===== src/rtl/ps2_move_pkg.sv =====
// Shared types and constants for the PS/2 movement decoder: prefix FSM states,
// scancode values, direction indices and scancode-to-direction mask helpers.
package ps2_move_pkg;

    typedef enum logic [1:0] {
        ST_IDLE    = 2'd0,
        ST_EXT     = 2'd1,
        ST_BRK     = 2'd2,
        ST_EXT_BRK = 2'd3
    } state_e;

    localparam logic [7:0] SC_E0    = 8'hE0;
    localparam logic [7:0] SC_F0    = 8'hF0;

    localparam logic [7:0] SC_UP    = 8'h75;
    localparam logic [7:0] SC_DOWN  = 8'h72;
    localparam logic [7:0] SC_LEFT  = 8'h6B;
    localparam logic [7:0] SC_RIGHT = 8'h74;

    localparam logic [7:0] SC_W     = 8'h1D;
    localparam logic [7:0] SC_S     = 8'h1B;
    localparam logic [7:0] SC_A     = 8'h1C;
    localparam logic [7:0] SC_D     = 8'h23;

    localparam logic [7:0] SC_BAT_OK   = 8'hAA;
    localparam logic [7:0] SC_BAT_FAIL = 8'hFC;
    localparam logic [7:0] SC_OVR0     = 8'h00;
    localparam logic [7:0] SC_OVR1     = 8'hFF;
    localparam logic [7:0] SC_ACK      = 8'hFA;
    localparam logic [7:0] SC_ECHO     = 8'hEE;
    localparam logic [7:0] SC_RESEND   = 8'hFE;

    localparam int DIR_UP    = 0;
    localparam int DIR_DOWN  = 1;
    localparam int DIR_LEFT  = 2;
    localparam int DIR_RIGHT = 3;

    // One-hot direction mask for an extended arrow final byte; zero if not an arrow.
    function automatic logic [3:0] arrow_mask(input logic [7:0] code);
        logic [3:0] m;
        m = '0;
        case (code)
            SC_UP:    m[DIR_UP]    = 1'b1;
            SC_DOWN:  m[DIR_DOWN]  = 1'b1;
            SC_LEFT:  m[DIR_LEFT]  = 1'b1;
            SC_RIGHT: m[DIR_RIGHT] = 1'b1;
            default:  m = '0;
        endcase
        return m;
    endfunction

    function automatic logic [3:0] wasd_mask(input logic [7:0] code);
        logic [3:0] m;
        m = '0;
        case (code)
            SC_W:    m[DIR_UP]    = 1'b1;
            SC_S:    m[DIR_DOWN]  = 1'b1;
            SC_A:    m[DIR_LEFT]  = 1'b1;
            SC_D:    m[DIR_RIGHT] = 1'b1;
            default: m = '0;
        endcase
        return m;
    endfunction

    // Keyboard self-test results and buffer overruns invalidate every held key.
    function automatic logic is_flush_code(input logic [7:0] code);
        return (code == SC_BAT_OK) || (code == SC_BAT_FAIL) ||
               (code == SC_OVR0)   || (code == SC_OVR1);
    endfunction

endpackage


===== src/rtl/ps2_move_decoder.sv =====
// PS/2 scancode stream to held Up/Down/Left/Right levels with a prefix timeout.
// Optional MOVE_WASD_EN adds W/S/A/D as separately held sources OR'd per direction.
//
// Handshake: ps2_key_pressed is a one-cycle valid strobe with no ready; each
// strobe carries exactly one byte on ps2_key_data, which is ignored otherwise.
module ps2_move_decoder
    import ps2_move_pkg::*;
#(
    parameter int TIMEOUT_CYCLES = 2_500_000
) (
    input  logic       iCLK,
    input  logic       iRST,
    input  logic [7:0] ps2_key_data,
    input  logic       ps2_key_pressed,
    output logic       move_up,
    output logic       move_down,
    output logic       move_left,
    output logic       move_right,
    output logic       key_evt,
    output state_e     dbg_state
);

    localparam int CW = (TIMEOUT_CYCLES > 1) ? $clog2(TIMEOUT_CYCLES) : 1;
    localparam logic [CW-1:0] CNT_LAST = CW'(TIMEOUT_CYCLES - 1);

    state_e        state_q, state_d;
    logic [CW-1:0] cnt_q, cnt_d;
    logic [3:0]    arrow_q, arrow_d;
    logic [3:0]    dir_q, dir_d;
    logic          key_evt_q, key_evt_d;
    logic [3:0]    amask;

`ifdef MOVE_WASD_EN
    logic [3:0]    wasd_q, wasd_d;
    logic [3:0]    wmask;
    assign wmask = wasd_mask(ps2_key_data);
`endif

    assign amask = arrow_mask(ps2_key_data);

    always_ff @(posedge iCLK) begin
        if (iRST) begin
            state_q   <= ST_IDLE;
            cnt_q     <= '0;
            arrow_q   <= '0;
            key_evt_q <= 1'b0;
`ifdef MOVE_WASD_EN
            wasd_q    <= '0;
`endif
        end else begin
            state_q   <= state_d;
            cnt_q     <= cnt_d;
            arrow_q   <= arrow_d;
            key_evt_q <= key_evt_d;
`ifdef MOVE_WASD_EN
            wasd_q    <= wasd_d;
`endif
        end
    end

    always_comb begin
        state_d = state_q;
        cnt_d   = cnt_q;
        arrow_d = arrow_q;
`ifdef MOVE_WASD_EN
        wasd_d  = wasd_q;
`endif
        if (ps2_key_pressed) begin
            // A strobe always beats a simultaneous timeout expiry.
            cnt_d = '0;
            case (ps2_key_data)
                SC_E0: state_d = ST_EXT;
                SC_F0: state_d = (state_q == ST_EXT || state_q == ST_EXT_BRK) ?
                                 ST_EXT_BRK : ST_BRK;
                SC_ACK, SC_ECHO, SC_RESEND: state_d = ST_IDLE;
                default: begin
                    state_d = ST_IDLE;
                    if (is_flush_code(ps2_key_data)) begin
                        arrow_d = '0;
`ifdef MOVE_WASD_EN
                        wasd_d  = '0;
`endif
                    end else begin
                        if (state_q == ST_EXT)
                            arrow_d = arrow_q | amask;
                        else if (state_q == ST_EXT_BRK)
                            arrow_d = arrow_q & ~amask;
`ifdef MOVE_WASD_EN
                        if (state_q == ST_IDLE)
                            wasd_d = wasd_q | wmask;
                        else if (state_q == ST_BRK)
                            wasd_d = wasd_q & ~wmask;
`endif
                    end
                end
            endcase
        end else if (state_q != ST_IDLE) begin
            // Stale prefix: drop it but keep the held bits; counter saturates.
            if (cnt_q == CNT_LAST)
                state_d = ST_IDLE;
            else
                cnt_d = cnt_q + 1'b1;
        end
    end

`ifdef MOVE_WASD_EN
    assign dir_q = arrow_q | wasd_q;
    assign dir_d = arrow_d | wasd_d;
`else
    assign dir_q = arrow_q;
    assign dir_d = arrow_d;
`endif

    assign key_evt_d = (dir_d != dir_q);

    assign move_up    = dir_q[DIR_UP];
    assign move_down  = dir_q[DIR_DOWN];
    assign move_left  = dir_q[DIR_LEFT];
    assign move_right = dir_q[DIR_RIGHT];
    assign key_evt    = key_evt_q;
    assign dbg_state  = state_q;

endmodule


===== config.mk =====
export PLATFORM = sky130hd
export DESIGN_NAME = ps2_move_decoder
export DESIGN_NICKNAME = d
export VERILOG_FILES = /design/src/rtl/ps2_move_pkg.sv /design/src/rtl/ps2_move_decoder.sv
export SDC_FILE = /design/constraint.sdc
export NUM_CORES = 1
export LEC_CHECK = 0
export ABC_AREA = 0
export CAP_MARGIN = 30
export CORE_MARGIN = 5
export CORE_UTILIZATION = 55
export CTS_BUF_LIST = sky130_fd_sc_hd__clkbuf_8
export DETAILED_ROUTE_END_ITERATION = 7
export HOLD_SLACK_MARGIN = 0.12
export PLACE_DENSITY = 0.81
export SYNTH_ARGS = -nofsm -noshare
export SYNTH_HDL_FRONTEND = slang
export SYNTH_SLANG_ARGS = --single-unit

===== constraint.sdc =====
create_clock -name iCLK -period 2 [get_ports iCLK]
set_input_delay 0.2 -clock iCLK [delete_from_list [all_inputs] [get_ports iCLK]]
set_output_delay 0.2 -clock iCLK [all_outputs]
set_load 0.01 [all_outputs]

==> impl_metrics.py, run 1 <==
metrics = {
    "outcome": {
        "status": "finished, final reports clean",
    },
    "route": {
        "wl_per_cell_um": 14.3,
        "first_pass_iters": 4,
        "drc_errors": 0,
        "post_drt_via_cell_ratio": 6.26,
        "vias": 1785,
        "ant_nets": 0,
        "wirelength_mm": 4.07,
        "drt_iter0_drc": 157,
    },
    "global_route": {
        "grt_max_degree": 21,
        "track_usage_pct": 20.2,
        "antenna_found_initial": 0,
        "gr-total-overflow": 0,
        "grt_pass1_wl_mm": 7.07,
        "grt_pass1_vias": 1608,
    },
    "synth": {
        "synth_area_per_cell_um2": 8.24,
        "synth_area_um2": 1760,
        "yosysSeqAreaShare_pct": 32.9,
        "ys_top_cells_by_area": "dfxtp_1, or4_1, or3_1",
        "synthCells": 214,
        "synth.top_cell.area_share_pct": 32.9,
        "synth_nets": 226,
        "synth-edff-count": 0,
        "yosysTopAreaCell": "dfxtp_1",
        "synthArstFlopShare_pct": 0,
        "yosys_warnings": 0,
        "ys_ff_latch": 29,
        "yosysUniqueCellTypes": 51,
        "synth_ff_type": "dfxtp_1",
    },
    "cts": {
        "clock_sinks": 29,
        "max-clock-path-buffers": 2,
        "clk_latency_ps": 280,
        "cts_made_buffers": 5,
        "cts.clk_slew.worst_paths_ps": 60,
        "postCtsResizedCells": 0,
        "post_cts_buffers": 0,
        "clk_root_buffer_cell": "clkbuf_8",
        "cts_tree": "done",
        "cts_hold_buf": 0,
        "htree_levels": 2,
    },
    "job": {
        "drv_cap": 0,
    },
    "layout": {
        "final_common_cell": "dfxtp_1",
        "n_fill_cell": 246,
        "syn_to_final_growth_pct": 19.9,
        "multiInputGateArea_um2": 1120,
        "ff_latch_area_um2": 581,
        "drive_gt1_share_pct": 15.8,
        "final_cell_count_no_fill": 285,
        "antennaDiodeCount": 0,
        "mostFrequentLayoutCells": "dfxtp_1, nand2_1, clkdlybuf4s50_1, nand3_1, a21oi_1",
        "stdcell_area_um2": 2110,
        "nets": 253,
        "utilization_pct": 69.2,
    },
    "floorplan": {
        "fp.dieW_um": 66.6,
        "num_rows": 20,
        "top_level_ports": 18,
        "core_area_um2": 3050,
        "start_util_pct": 57.7,
        "die_y_um": 66.6,
        "die_area_um2": 4440,
    },
    "worst_setup_path": {
        "crit_type": "flop to flop",
        "slowest_delay_ps": 570,
        "cp_slowest_cell": "or4b_1",
        "crit_family": "simple AND/OR/NAND/NOR gates",
        "path_max_fanout": 16,
        "end_kind": "flop",
        "crit_chain": "or4b_1, nor3_2, a21o_4, or3_1, a21oi_2",
        "cp.required_ps": 2150,
        "critical_path_buf_inv_count": 0,
        "startpoint_type": "flop",
        "critical_path_arrival_ps": 2000,
    },
    "pwr": {
        "p_leak_nw": 0.612,
        "max-vdd-ir-drop_v": 0.000416,
        "power.density_nw_per_um2": 534,
    },
    "sta": {
        "fmax_mhz": 539,
        "finalSetupTns_ps": 0,
        "hold_viol_final": 0,
        "rsz0062_at_grt": "false",
        "worstMarginPinSlew_ps": 496,
        "finalCritPeriodShare_pct": 92.7,
        "period_needed_ps": 1850,
        "skew_ps": 4.07,
        "drv_slew": 0,
        "finalSetupViolCount": 0,
        "slew_headroom_pct": 66.7,
    },
    "placed_design": {
        "post-dp-hpwl_mm": 2.93,
        "io_buffers": 17,
        "dpl.cell_count": 278,
        "gp_congestion": 0.874,
        "place_area_um2": 2020,
    },
    "hold_path": {
        "min_path_type": "flop to flop",
    },
}
[routing by layer]
layer | GRT usage, % | vias up | share of wire, % | wire (µm)
li1 | - | 887 | - | -
met5 | 0 | - | 0 | 0
met4 | 6.60 | 0 | 1.1 | 43
met1 | 25.4 | 827 | 43 | 1770
met3 | 4.89 | 5 | 7.2 | 293
met2 | 33.7 | 66 | 48 | 1960
[sequential cells by signal, indices dropped and copies added, names as in the netlist]
name,count
cnt_q,22
arrow_q,4
dbg_state,2
key_evt,1
[Yosys cell counts, types with 2 or more instances]
master	count
o21ai_0	3
dfxtp_1	29
nand3_1	14
inv_1	4
and4_1	2
or4b_1	2
o21ai_1	8
o32ai_1	2
nor4_1	6
o211ai_1	2
nor2_1	9
and3_1	3
a21oi_1	14
or2_2	5
clkbuf_1	5
a211oi_1	2
nand2b_1	5
mux2i_1	3
nand2_1	18
a21oi_2	8
or4_1	11
nand4_1	6
nor3_1	3
or3_1	13
xor2_1	2
o31ai_1	8
nor3_2	2
nand3b_1	2
[report_power, final]
group / switching [mW] / internal [mW]
Sequential: 0.0000758 / 0.578
Clock: 0.206 / 0.267
Combinational: 0.0396 / 0.0382
[stage by stage]
stage	power (mW)	hold WS (ps)	setup WS, ps
after floorplan	0.625	363	208
after global placement	0.664	482	66.7
after detailed placement	0.667	490	-1.01
after CTS	1.14	498	147
after global routing	1.18	515	28.8
final	1.13	500	146
[logic make-up (layout without fill, tap and decap cells)]
group / count (synthesis) / count (layout) / synth area share (%)
adders and majority gates: 1 / 1 / 0.710
buffers and inverters: 13 / 40 / 4.12
and+or+nand+nor: 108 / 108 / 36.5
xor gates and xnor gates: 3 / 3 / 1.49
muxes: 3 / 3 / 1.70
DFF: 29 / 29 / 32.9
AOI/OAI and AO/OA: 57 / 57 / 22.6
[area by class of cell]
class / count / share of cell area [%]
clock inverters: 1 / 0.178
multi-input cells: 172 / 52.8
flip-flops and latches: 29 / 27.5
clock buffers: 6 / 3.91
well taps: 44 / 2.61
inverters: 4 / 0.710
repair buffers: 29 / 12.3
[final timing paths]
kind                              start                     end  slack [ps]  cells past startpoint
setup / recovery  cnt_q[5]$_SDFFE_PP0P_  cnt_q[20]$_SDFFE_PP0P_         150                      5
hold / removal    cnt_q[8]$_SDFFE_PP0P_   cnt_q[8]$_SDFFE_PP0P_         500                      2
setup reg to reg  cnt_q[5]$_SDFFE_PP0P_  cnt_q[20]$_SDFFE_PP0P_         150                      5
hold reg to reg   cnt_q[8]$_SDFFE_PP0P_   cnt_q[8]$_SDFFE_PP0P_         500                      2
[worst min-delay path, cell delays in order (launching register included)]
cell and delay [ps]:
dfxtp_1 330, o31ai_1 80, a21oi_2 50
(Power assumes the default switching activity.)
==> run 2: changes to the inputs <==
--- a/config.mk
+++ b/config.mk
@@ -6,7 +6,6 @@
 export NUM_CORES = 1
 export LEC_CHECK = 0
 export ABC_AREA = 0
-export CAP_MARGIN = 30
 export CORE_MARGIN = 5
 export CORE_UTILIZATION = 55
 export CTS_BUF_LIST = sky130_fd_sc_hd__clkbuf_8
==> results of run 2 <==
No change in the layout: final DEF, timing and power equal those of run 1.
==> run 3: changes to the inputs <==
--- a/config.mk
+++ b/config.mk
@@ -5,13 +5,13 @@
 export SDC_FILE = /design/constraint.sdc
 export NUM_CORES = 1
 export LEC_CHECK = 0
-export ABC_AREA = 0
+export ABC_AREA = 1
 export CORE_MARGIN = 5
 export CORE_UTILIZATION = 55
 export CTS_BUF_LIST = sky130_fd_sc_hd__clkbuf_8
 export DETAILED_ROUTE_END_ITERATION = 7
 export HOLD_SLACK_MARGIN = 0.12
-export PLACE_DENSITY = 0.81
+export PLACE_DENSITY = 0.8
 export SYNTH_ARGS = -nofsm -noshare
 export SYNTH_HDL_FRONTEND = slang
 export SYNTH_SLANG_ARGS = --single-unit
==> impl_metrics.py, run 3 <==
metrics = {
    "outcome": {
        "status": "finished, final reports clean",
    },
    "global_route": {
        "gr-total-overflow": 0,
        "grt_pass1_vias": 1767,
        "grt_pass1_wl_mm": 8.23,
        "antenna_found_initial": 0,
        "grt_max_degree": 20,
        "track_usage_pct": 20.4,
    },
    "worst_setup_path": {
        "crit_family": "simple AND/OR/NAND/NOR gates",
        "slowest_delay_ps": 370,
        "path_max_fanout": 11,
        "crit_chain": "ha_2, nand2_1, nor2_4, nand4_1, inv_1, nand3_1, nand2_4, buf_4, o21ai_0, a21oi_1",
        "end_kind": "flop",
        "startpoint_type": "flop",
        "rrSetupSlack_ps": 160,
        "cp.required_ps": 2210,
        "crit_type": "flop to flop",
        "critical_path_buf_inv_count": 2,
        "critical_path_arrival_ps": 2060,
        "cp_slowest_cell": "dfxtp_1",
    },
    "cts": {
        "clk_root_buffer_cell": "clkbuf_8",
        "clock_sinks": 29,
        "max-clock-path-buffers": 2,
        "clk_latency_ps": 290,
        "cts.clk_slew.worst_paths_ps": 60,
        "cts_tree": "done",
        "cts_hold_buf": 0,
        "cts_made_buffers": 5,
        "htree_levels": 2,
    },
    "route": {
        "vias": 2035,
        "wirelength_mm": 4.85,
        "wl_per_cell_um": 12.5,
        "ant_nets": 0,
        "drt_iter0_drc": 230,
        "post_drt_via_cell_ratio": 5.26,
        "drc_errors": 0,
        "first_pass_iters": 4,
    },
    "pwr": {
        "power.density_nw_per_um2": 485,
        "max-vdd-ir-drop_v": 0.000485,
        "p_leak_nw": 0.851,
    },
    "synth": {
        "yosysMostFrequentCell": "nand2_1",
        "yosysSeqAreaShare_pct": 29.4,
        "yosys_warnings": 0,
        "synth_area_um2": 1970,
        "yosysUniqueCellTypes": 25,
        "synth.top_cell.area_share_pct": 29.4,
        "ys_top_cells_by_area": "dfxtp_1, nand2_1, nand3_1",
        "yosysTopAreaCell": "dfxtp_1",
        "synthTopCellsByCount": "nand2_1, inv_1, dfxtp_1, nand3_1, nor2_1",
        "synth_nets": 329,
        "synthArstFlopShare_pct": 0,
        "synthCells": 317,
        "synth_area_per_cell_um2": 6.22,
        "synth-edff-count": 0,
        "synth_ff_type": "dfxtp_1",
        "ys_ff_latch": 29,
    },
    "floorplan": {
        "top_level_ports": 18,
        "num_rows": 21,
        "die_y_um": 69.9,
        "start_util_pct": 57.8,
        "fp.dieW_um": 69.9,
        "die_area_um2": 4890,
        "core_area_um2": 3420,
    },
    "sta": {
        "hold_viol_final": 0,
        "worstMarginPinSlew_ps": 465,
        "finalSetupViolCount": 0,
        "skew_ps": 6.01,
        "finalCritPeriodShare_pct": 92.1,
        "fmax_mhz": 543,
        "drv_slew": 0,
        "slew_headroom_pct": 68.2,
        "period_needed_ps": 1840,
        "holdWs_ps": 471,
    },
    "hold_path": {
        "min_path_type": "flop to flop",
    },
    "placed_design": {
        "gp_congestion": 0.970,
        "io_buffers": 17,
        "post-dp-hpwl_mm": 3.80,
    },
    "layout": {
        "utilization_pct": 66.9,
        "antennaDiodeCount": 0,
        "largest_reg_flops": 22,
        "syn_to_final_growth_pct": 15.9,
        "drive_gt1_share_pct": 7.33,
        "mostFrequentLayoutCells": "nand2_1, inv_1, nand3_1, nor2_1, dfxtp_1",
        "top_register": "cnt_q",
        "final_common_cell": "nand2_1",
        "nets": 352,
    },
    "job": {
        "drv_cap": 0,
    },
}
[run 3: cell types whose count changed after synthesis, sizes merged, moves of 7 or more]
cell | before | now
nor2 | 10 | 30
o31ai | 9 | 0
nor3 | 5 | 12
xor2 | 2 | 11
nand2 | 18 | 100
o21ai | 11 | 4
or3 | 13 | 0
nand4 | 6 | 15
inv | 4 | 38
nand3 | 14 | 29
or4 | 12 | 0
[run 3: worst paths after layout]
kind | start | end | depth (start not counted)
worst max register to register | cnt_q[1]$_SDFFE_PP0P_ | cnt_q[0]$_SDFFE_PP0P_ | 10
worst min-delay path | cnt_q[20]$_SDFFE_PP0P_ | cnt_q[20]$_SDFFE_PP0P_ | 2
worst max-delay path | cnt_q[1]$_SDFFE_PP0P_ | cnt_q[0]$_SDFFE_PP0P_ | 10
worst min register to register | cnt_q[20]$_SDFFE_PP0P_ | cnt_q[20]$_SDFFE_PP0P_ | 2
[run 3: metal layers]
layer | global-route usage (%) | up-vias | share of wire [%]
met3 | 4.30 | 8 | 7.0
li1 | - | 1070 | -
met1 | 31.0 | 895 | 49
met4 | 5.11 | 0 | 1.2
met2 | 29.1 | 62 | 42
met5 | 0 | - | 0
[run 3: power breakdown]
group	internal, mW	switching, mW	leakage [nW]
sequential	0.578	0.000169	0.234
clock	0.235	0.223	0.0491
combinational	0.0295	0.0424	0.568
total	0.842	0.266	0.851
[run 3: final cells by class]
| cell class | instances | area, µm² |
|---|---|---|
| clock buffers | 5 | 68.8 |
| clock inverters | 3 | 13.8 |
| fillers | 325 | 1130 |
| inverters | 39 | 146 |
| multi-input cells | 241 | 1190 |
| flip-flops and latches | 29 | 582 |
| well taps | 46 | 57.6 |
| repair buffers | 24 | 223 |
[run 3: stage by stage]
step	setup slack [ps]	std cells	total power [mW]	instance area (µm²)	TNS, ps
6_report	157	387	1.11	2290	0
5_1_grt	-9.65	387	1.15	2290	-11.5
3_3_place_gp	127	377	0.660	2180	0
4_1_cts	116	385	1.11	2270	0
3_5_place_dp	14.6	377	0.661	2180	0
2_1_floorplan	383	317	0.626	1970	0
[run 3: worst min-delay path, delay by kind of cell (launching register included)]
kind             cells  cell delay, ps
flip-flops           1             310
AND/OR/NAND/NOR      1              60
AO/OA/AOI/OAI        1              50
[run 3: logic make-up after synthesis]
family	share of synthesized area, %
simple gates	42.9
buf+inv	10.1
compound gates	8.94
flops	29.4
xor+xnor	7.99
fa+ha+maj	0.634
[run 3: what timing repair did]
| item | CTS | global route |
|---|---|---|
| setup endpoints to repair | 0 | 8 |
| buffers inserted | 0 | 2 |
| gates resized for setup | 0 | 2 |
